[src/rtl/triangle_pkg.sv]
// Shared definitions for the triangle stimulus block: coordinate widths,
// packed-vector field offsets and the run-control state encoding.
package triangle_pkg;

   localparam int XW = 11;
   localparam int YW = 10;
   localparam int VW = 4 * (XW + YW);

   // Field offsets of {ax, ay, bx, by, cx, cy, px, py}, MSB first
   localparam int PY_LSB = 0;
   localparam int PX_LSB = PY_LSB + YW;
   localparam int CY_LSB = PX_LSB + XW;
   localparam int CX_LSB = CY_LSB + YW;
   localparam int BY_LSB = CX_LSB + XW;
   localparam int BX_LSB = BY_LSB + YW;
   localparam int AY_LSB = BX_LSB + XW;
   localparam int AX_LSB = AY_LSB + YW;

   typedef enum logic [1:0] {IDLE, SYNC, WAIT_W, DONE} state_t;

   typedef struct packed {
      logic [XW-1:0] ax;
      logic [YW-1:0] ay;
      logic [XW-1:0] bx;
      logic [YW-1:0] by;
      logic [XW-1:0] cx;
      logic [YW-1:0] cy;
      logic [XW-1:0] px;
      logic [YW-1:0] py;
   } vec_t;

   function automatic vec_t unpackVec(input logic [VW-1:0] d);
      vec_t v;
      v.ax = d[AX_LSB +: XW];
      v.ay = d[AY_LSB +: YW];
      v.bx = d[BX_LSB +: XW];
      v.by = d[BY_LSB +: YW];
      v.cx = d[CX_LSB +: XW];
      v.cy = d[CY_LSB +: YW];
      v.px = d[PX_LSB +: XW];
      v.py = d[PY_LSB +: YW];
      return v;
   endfunction

endpackage

[src/rtl/triangle_vec_ram.sv]
// Coordinate-vector table: synchronous write from the host, asynchronous
// read so the selected vector is available in the same cycle it is needed.
module triangle_vec_ram
   import triangle_pkg::*;
#(
   parameter int AW    = 4,
   parameter int DEPTH = 16
) (
   input  logic          i_clk,
   input  logic          i_wrEn,
   input  logic [AW-1:0] i_wrAddr,
   input  logic [VW-1:0] i_wrData,
   input  logic [AW-1:0] i_rdAddr,
   output logic [VW-1:0] o_rdData
);

   logic [VW-1:0] r_mem [DEPTH];

   always_ff @(posedge i_clk) begin
      if (i_wrEn) r_mem[i_wrAddr] <= i_wrData;
   end

   assign o_rdData = r_mem[i_rdAddr];

endmodule

[src/rtl/triangle_stimulus.sv]
// Host-side driver for the point-in-triangle tester: walks the vector table
// through the read/write handshake and records one result bit per vector.
module triangle_stimulus
   import triangle_pkg::*;
#(
   parameter int AW    = 4,
   parameter int DEPTH = 16
) (
   input  logic          clk,
   input  logic          reset,
   input  logic          load_en,
   input  logic [AW-1:0] load_addr,
   input  logic [VW-1:0] load_data,
   input  logic [AW:0]   num_vectors,
   input  logic          start,
   input  logic          read,
   input  logic          write,
   input  logic          insideTriangle,
   output logic [XW-1:0] ax,
   output logic [YW-1:0] ay,
   output logic [XW-1:0] bx,
   output logic [YW-1:0] by,
   output logic [XW-1:0] cx,
   output logic [YW-1:0] cy,
   output logic [XW-1:0] px,
   output logic [YW-1:0] py,
   output logic          busy,
   output logic          done,
   output logic [AW:0]   inside_count,
   output logic [AW:0]   outside_count,
   input  logic [AW-1:0] res_addr,
   output logic          res_bit
);

   localparam logic [AW:0] DEPTH_V = (AW+1)'(DEPTH);

   state_t           r_state;
   state_t           w_stateNext;
   logic             r_readQ;
   logic             r_writeQ;
   logic [AW-1:0]    r_index;
   logic [AW:0]      r_numVec;
   vec_t             r_vec;
   logic             r_busy;
   logic             r_done;
   logic [AW:0]      r_insideCnt;
   logic [AW:0]      r_outsideCnt;
   logic [DEPTH-1:0] r_result;

   logic             w_rdRise;
   logic             w_wrRise;
   logic             w_idleLike;
   logic             w_start;
   logic             w_capture;
   logic             w_lastVec;
   logic [AW:0]      w_lastIdx;
   logic [AW:0]      w_nvClamped;
   logic             w_nvZero;
   logic [AW-1:0]    w_rdAddr;
   logic [VW-1:0]    w_rdData;
   vec_t             w_vec;

   assign w_rdRise    = read  & ~r_readQ;
   assign w_wrRise    = write & ~r_writeQ;
   assign w_idleLike  = (r_state == IDLE) || (r_state == DONE);
   assign w_start     = start && w_idleLike;
   assign w_capture   = (r_state == WAIT_W) && w_wrRise;
   assign w_lastIdx   = r_numVec - (AW+1)'(1);
   assign w_lastVec   = ({1'b0, r_index} == w_lastIdx);
   assign w_nvClamped = (num_vectors > DEPTH_V) ? DEPTH_V : num_vectors;
   assign w_nvZero    = (w_nvClamped == '0);

   // Look one entry ahead while waiting for a result so the next vector is
   // loaded on the same edge the current result is captured.
   assign w_rdAddr = (r_state == WAIT_W) ? r_index + AW'(1) : '0;
   assign w_vec    = unpackVec(w_rdData);

   triangle_vec_ram #(
      .AW    (AW),
      .DEPTH (DEPTH)
   ) u_ram (
      .i_clk    (clk),
      .i_wrEn   (load_en && w_idleLike),
      .i_wrAddr (load_addr),
      .i_wrData (load_data),
      .i_rdAddr (w_rdAddr),
      .o_rdData (w_rdData)
   );

   always_ff @(posedge clk or negedge reset) begin
      if (!reset) r_state <= IDLE;
      else        r_state <= w_stateNext;
   end

   always_comb begin
      w_stateNext = r_state;
      case (r_state)
         IDLE, DONE: if (start) w_stateNext = w_nvZero ? DONE : SYNC;
         SYNC:       if (w_rdRise) w_stateNext = WAIT_W;
         WAIT_W:     if (w_wrRise && w_lastVec) w_stateNext = DONE;
         default:    w_stateNext = IDLE;
      endcase
   end

   always_ff @(posedge clk or negedge reset) begin
      if (!reset) begin
         r_readQ      <= 1'b0;
         r_writeQ     <= 1'b0;
         r_index      <= '0;
         r_numVec     <= '0;
         r_vec        <= '0;
         r_busy       <= 1'b0;
         r_done       <= 1'b0;
         r_insideCnt  <= '0;
         r_outsideCnt <= '0;
         r_result     <= '0;
      end else begin
         r_readQ  <= read;
         r_writeQ <= write;
         if (w_start) begin
            r_numVec     <= w_nvClamped;
            r_index      <= '0;
            r_insideCnt  <= '0;
            r_outsideCnt <= '0;
            r_result     <= '0;
            r_busy       <= !w_nvZero;
            r_done       <= w_nvZero;
            if (!w_nvZero) r_vec <= w_vec;
         end else if (w_capture) begin
            r_result[r_index] <= insideTriangle;
            if (insideTriangle) r_insideCnt  <= r_insideCnt + (AW+1)'(1);
            else                r_outsideCnt <= r_outsideCnt + (AW+1)'(1);
            if (w_lastVec) begin
               r_busy <= 1'b0;
               r_done <= 1'b1;
            end else begin
               r_index <= r_index + AW'(1);
               r_vec   <= w_vec;
            end
         end
      end
   end

   assign ax            = r_vec.ax;
   assign ay            = r_vec.ay;
   assign bx            = r_vec.bx;
   assign by            = r_vec.by;
   assign cx            = r_vec.cx;
   assign cy            = r_vec.cy;
   assign px            = r_vec.px;
   assign py            = r_vec.py;
   assign busy          = r_busy;
   assign done          = r_done;
   assign inside_count  = r_insideCnt;
   assign outside_count = r_outsideCnt;
   assign res_bit       = r_result[res_addr];

endmodule

[config.mk]
export PLATFORM = sky130hd
export DESIGN_NAME = triangle_stimulus
export DESIGN_NICKNAME = d
export VERILOG_FILES = /design/src/rtl/triangle_pkg.sv /design/src/rtl/triangle_vec_ram.sv /design/src/rtl/triangle_stimulus.sv
export SDC_FILE = /design/constraint.sdc
export NUM_CORES = 2
export LEC_CHECK = 0
export BUFFER_PORTS_ARGS = -buffer_cell sky130_fd_sc_hd__clkbuf_2
export CORE_MARGIN = 2
export CORE_UTILIZATION = 62
export CTS_CLUSTER_SIZE = 8
export DETAILED_ROUTE_END_ITERATION = 10
export PLACE_DENSITY_LB_ADDON = 0.3
export SETUP_SLACK_MARGIN = 0.5
export SLEW_MARGIN = 20
export SYNTH_ARGS = -nofsm -noshare
export SYNTH_HDL_FRONTEND = slang
export SYNTH_SLANG_ARGS = --single-unit
[constraint.sdc]
create_clock -name clk -period 8.5 [get_ports clk]
set_clock_uncertainty 0.05 [all_clocks]
set_input_delay 0 -clock clk [delete_from_list [all_inputs] [get_ports clk]]
set_output_delay 0 -clock clk [all_outputs]
set_load 0.01 [all_outputs]
Word-level counts from Yosys, hierarchy flattened
Memory sizes are Yosys's and may differ from the RTL's. Index checks and enable logic that the tools add are counted.

Add/subtract/negate cells: 4. Magnitude comparators: 4. Equality and inequality tests: 10. Muxes and demuxes: 35. Bitwise gates (word level): 4. Reductions and logical operators: 19.

Operators with widths (count): two-way mux 84 bit (4); two-way mux 5 bit (7); two-way mux 16 bit (2); bitwise mux 16 bit (1); two-way mux 4 bit (4); adder 5 x 1 -> 5 bit (second input constant) (2); less-than comparator 4 x 5 -> 1 bit (second input constant) (2); two-way mux 1 bit (10); two-way mux 2 bit (4); != test 2 bit (second input constant) (4); AND reduction 2 bit (4); one-hot mux 2 bit (3 select lines) (1); AND reduction 3 bit (2); nonzero test 2 bit (3); == test 4 x 5 -> 1 bit (1); > comparator 5 bit (second input constant) (1); logical AND 1 bit (5); logical NOT 5 bit (1); subtractor 5 x 1 -> 5 bit (second input constant) (1); adder 4 x 1 -> 4 bit (second input constant) (1); binary-select mux 1 bit (select 4 bit) (1); demux 1 bit (select 4 bit) (1); == test 2 bit (second input constant) (2); >= comparator 4 x 1 -> 1 bit (second input constant) (1); 8 further kinds (11).

Flip-flop bits (word level): 125. Memory bits (writable): 1344. Bits of input ports: 104. Output and inout port bits: 97. Memories: 1.

Memory list: u_ram.r_mem (words 16, bits a word 84, read ports 1, clocked after memory_dff 0, write ports 1, RTL line triangle_vec_ram.sv:17) `logic [VW-1:0] r_mem [DEPTH];`.

Longest topological paths before layout
Depth after elaboration: 7. Mapped depth: 12. Depth with buffers taken out: 8.

Cells and area by module
A second synthesis with hierarchy kept.

Cells, all modules: 2475. Area total of the unflattened synthesis: 56056.3 um2.

By module, submodules not included: triangle_vec_ram (instances 1, cells each 2070, area an instance 50367.1 um2); triangle_stimulus (instances 1, cells each 405, area an instance 5689.2 um2).

Worst setup path before layout
No wires, ideal clock.

Kind: reg-to-reg. Start point: reg r_state[0]. End point: mem u_ram.r_mem[0][0] in the netlist's numbering, enable pin. Setup time: 0.631 ns. Data arrival time: 6.913 ns. Required time: 7.819 ns. Setup slack: 0.907 ns. Cell stages (with the launch flop): 6. Period minus slack after synthesis: 7.593 ns. Cells stage by stage: dfrtp_1 > inv_1 > ha_1 > nand2_1 > or3_1 > nor3_1.

Cells in the longest elaborated chain, start to end: 5. Elaborated cells on any way between the ends: 6. Those cells by class: eq/ne: 1; mux: 2; reduce/logical: 3.

Ends and longest elaborated chain: start: declaration (RTL line triangle_stimulus.sv:37) `state_t r_state;`; start signal: assignment (RTL line triangle_stimulus.sv:92) `else r_state <= w_stateNext;`; == test 2 bit or logical NOT 2 bit (tied branches) (RTL line triangle_stimulus.sv:65) `assign w_idleLike = (r_state == IDLE) || (r_state == DONE);`; logical OR 1 bit (*) (RTL line triangle_stimulus.sv:65); logical AND 1 bit (*) (RTL line triangle_stimulus.sv:83) `.i_wrEn (load_en && w_idleLike),`; two-way mux 1 bit (*) (RTL line triangle_vec_ram.sv:20) `if (i_wrEn) r_mem[i_wrAddr] <= i_wrData;`; two-way mux 1 bit (implied by the code) (*) (RTL line triangle_vec_ram.sv:20); end: declaration (RTL line triangle_vec_ram.sv:17).

Mark *: on every way between the ends. The rest lies on a longest branch, timed or not.

Worst setup path in the final report
Start point: reg r_index[0]. End point: reg r_vec, in the netlist px[4].

Cells in the longest elaborated chain, start to end: 6. Elaborated cells on any way between the ends: 10. Those cells by class: add/sub: 1; eq/ne: 2; mux: 5; reduce/logical: 1; memory: 1.

Ends and longest elaborated chain: start: declaration (RTL line triangle_stimulus.sv:41) `logic [AW-1:0] r_index;`; start signal: assignment (RTL line triangle_stimulus.sv:137) `r_index <= r_index + AW'(1);`; adder 4 x 1 -> 4 bit (RTL line triangle_stimulus.sv:75) `assign w_rdAddr = (r_state == WAIT_W) ? r_index + AW'(1) : '0;`; two-way mux 4 bit (RTL line triangle_stimulus.sv:75); memory (16 x 84 bit); two-way mux 84 bit (RTL line triangle_stimulus.sv:133) `if (w_lastVec) begin`; two-way mux 84 bit (RTL line triangle_stimulus.sv:129) `end else if (w_capture) begin`; two-way mux 84 bit (RTL line triangle_stimulus.sv:120) `if (w_start) begin`; end signal: assignment (RTL line triangle_stimulus.sv:128) `if (!w_nvZero) r_vec <= w_vec;`; end signal: assignment (RTL line triangle_stimulus.sv:138) `r_vec <= w_vec;`; end: declaration (RTL line triangle_stimulus.sv:43) `vec_t r_vec;`.

Parallel ways exist; a longest one is shown, timed or not. The select of a mux whose other input is x is not followed. A chain may end at the register's enable or synchronous reset.

==> results_dict.tcl <==
set metrics [dict create \
    syn-num-nets 3882 \
    critPathArrivalTime_ps 5040 \
    power.density_nw_per_um2 291 \
    clock_latency_ps 790 \
    async_flop_share_pct 8.51 \
    htree_levels 4 \
    p_int_w 0.0142 \
    dr.first_iter.drc_count 3988 \
    synth_top_area_share_pct 69.4 \
    yosys.cell_types.count 49 \
    grt_pass1_vias 34300 \
    viasPerCell 6.30 \
    crit_fanout 74 \
    root_buffer "clkbuf_16" \
    hold_viol_final 0 \
    peakVddDrop_v 0.000210 \
    cts.sinks 1469 \
    core_area_um2 93200 \
    syn_avg_cell_area_um2 15.4 \
    area_delta_synth_final_pct 15.7 \
    port_buffers 200 \
    ys_seq_area_share_pct 74.8 \
    fmax_mhz 223 \
    fillCellCount 5656 \
    finalCritPeriodShare_pct 52.8 \
    setup_viol 0 \
    ant_nets 0 \
    die_h_um 310 \
    start_kind "flop" \
    yosys-top-cells-area "edfxtp_1 69%, dfrtp_1 5.4%, mux2i_1 3.2%" \
    fin_util_pct 72.2 \
    wl_per_cell_um 25.9 \
    critPathKind "flop to flop" \
    netlist_area_um2 58200 \
    routed_wl_um 143000 \
    p_sw_share_pct 27.8 \
    cts_made_buffers 201 \
    cts.clk_slew.worst_paths_ps 50 \
    drive_above_1_share_pct 15.6 \
    pin_count 201 \
    fin_crit_ps 4490 \
    end_kind "flop" \
    p_switching_w 0.00545 \
    first_pass_iters 7 \
    die_area_um2 96300 \
    slew_headroom_pct 22.8 \
    dp_hpwl_um 65600 \
    syn_inst 3768 \
    grt_start_max_net_pins 229 \
    floorplan.initialDensity_pct 62.4 \
    leakagePower_nw 22.5 \
    cp.required_ps 9050 \
    die_width_um 310 \
    power.share.clock_pct 37.5 \
    worstMarginPinSlew_ps 1160 \
    ys_warn_count 0 \
    post-route-drc-count 0 \
    synth_enable_flop_cells 1344 \
    hp-start "load_en" \
    rsz0062_at_grt "no" \
    finalSetupTns_ps 0 \
    synth_top_area_cell "edfxtp_1" \
    hold_class "input port to flop" \
    pre_cts_slack_ps 4060 \
    multi_input_area_um2 13600 \
    synth-seq-cells 1469 \
    power.combinational.fraction_pct 18.5 \
    post_cts_buffers 0 \
    gp_congestion 0.782 \
    synth_ff_type "edfxtp_1" \
    total_power_w 0.0196 \
    pwr-share-seq_pct 44.0 \
    regArea_um2 43500 \
    status "finished, final reports clean" \
    worst_slack_ps 4010 \
    maxSlewViolCount 0 \
    reg2reg_from "r_index[0]" \
    cap_viol_max_count 0 \
    vias 34700 \
    grt_pass1_wl_um 211000 \
    antenna_found_initial 10 \
    cts_resized 0 \
    cts_tree "done" \
    clk_path_buf_depth 3 \
    overflow 0 \
    crit_start "r_index[0]" \
    final_nets 4205 \
    grt_usage_pct 29.7 \
    num_rows 112 \
]
==> metal layers <==
layer | GRT usage (%) | wire (um) | vias up
li1 | - | - | 15100
met2 | 49.0 | 70400 | 1696
met3 | 4.79 | 11200 | 336
met5 | 0 | 67 | -
met1 | 40.5 | 56600 | 17500
met4 | 11.2 | 4420 | 10
==> Yosys cell counts, types with 7 or more instances <==
master,instances
a211oi_1,167
a21oi_1,173
a221oi_1,7
a221oi_2,76
a31oi_1,167
buf_1,9
buf_2,90
buf_6,15
clkbuf_1,135
dfrtp_1,125
edfxtp_1,1344
ha_1,10
inv_1,9
mux2_1,92
mux2_2,76
mux2i_1,185
nand2_1,445
nand2b_1,8
nor2_1,224
nor2b_1,168
nor3_1,9
o21ai_0,8
o21ai_1,83
o22ai_1,85
xnor2_1,8
xor2_1,9
==> cells in the final DEF, fill, tap and decap left out, types with 7 or more instances in the layout <==
cell type / Yosys / layout
edfxtp_1: 1344 / 1344
nand2_1: 445 / 443
nor2_1: 224 / 211
clkbuf_16: 0 / 205
clkbuf_2: 0 / 199
mux2i_1: 185 / 185
a21oi_1: 173 / 172
nor2b_1: 168 / 167
a31oi_1: 167 / 167
a211oi_1: 167 / 167
clkbuf_1: 135 / 138
dfrtp_1: 125 / 124
dlygate4sd3_1: 0 / 112
mux2_1: 92 / 92
o22ai_1: 85 / 85
o21ai_1: 83 / 83
mux2_2: 76 / 76
a221oi_2: 76 / 76
buf_4: 2 / 49
nor2_4: 0 / 13
ha_1: 10 / 10
inv_1: 9 / 9
xor2_1: 9 / 9
xnor2_1: 8 / 8
o21ai_0: 8 / 8
buf_12: 0 / 8
nand2b_1: 8 / 7
a221oi_1: 7 / 7
==> critical path, cell delays in order, from the launching register on <==
cell      delay [ps]
dfrtp_4         1080
ha_1             440
xor2_4           360
nand2_2          220
nand2_4          870
buf_4            680
o22ai_1          220
a221oi_2         240
o21ai_1          120
==> metrics by stage <==
stage / instances / area [um^2] / hold slack (ps)
finish: 5501 / 67300 / 78.1
global route: 5500 / 67300 / 76.4
CTS: 5494 / 67200 / 9.25
detailed placement: 5027 / 60200 / -70.4
global placement: 5027 / 60200 / -53.9
floorplan: 3768 / 58200 / -346
==> cells by family after synthesis <==
logic type      share of synthesized area, %
compound gates                          9.37
simple gates                            6.55
fa+ha+maj                              0.215
mux                                     6.71
buf+inv                                 2.08
xor+xnor                               0.303
flops                                   74.8
==> area by class of cell <==
type / count / area share, %
diodes: 5 / 0.0186
clock buffers: 343 / 8.40
flip-flops and latches: 1469 / 64.6
multi-input cells: 2039 / 20.3
repair buffers: 371 / 4.03
inverters: 9 / 0.0502
well taps: 1254 / 2.33
clock inverters: 11 / 0.273
==> worst paths after layout <==
path	end	cells after the start	slack [ps]
max	px[4]	8	4010
max reg2reg	px[4]	8	4010
min in group asynchronous	cx[0]	4	280
max in group asynchronous	r_index[0]	4	7140
min	u_ram.r_mem[5][33]	5	80
min reg2reg	cx[4]	2	430
==> power groups by stage <==
stage                     logic (W)  clock network, W  registers, W
after floorplan             0.00247                 0       0.00871
after global placement      0.00342                 0       0.00873
after detailed placement    0.00350                 0       0.00875
after CTS                   0.00360           0.00742       0.00862
after global routing        0.00393           0.00772       0.00864
final                       0.00363           0.00736       0.00862
==> flip-flops by register name, indices dropped and copies added, names as in the netlist, 2 cells and up <==
signal / cells
outside_count: 5
u_ram.r_mem: 1344
ax: 11
px: 11
cx: 11
cy: 10
bx: 11
r_state: 2
r_numVec: 5
py: 10
r_result: 16
r_index: 4
by: 10
inside_count: 5
ay: 10
==> timing repair <==
action / 4_1_cts / 5_1_grt
endpoints found under the hold margin: 1546 / 0
setup endpoints to repair: 0 / 0
hold buffers: 113 / 0
Power figures use the tool's default switching activity.
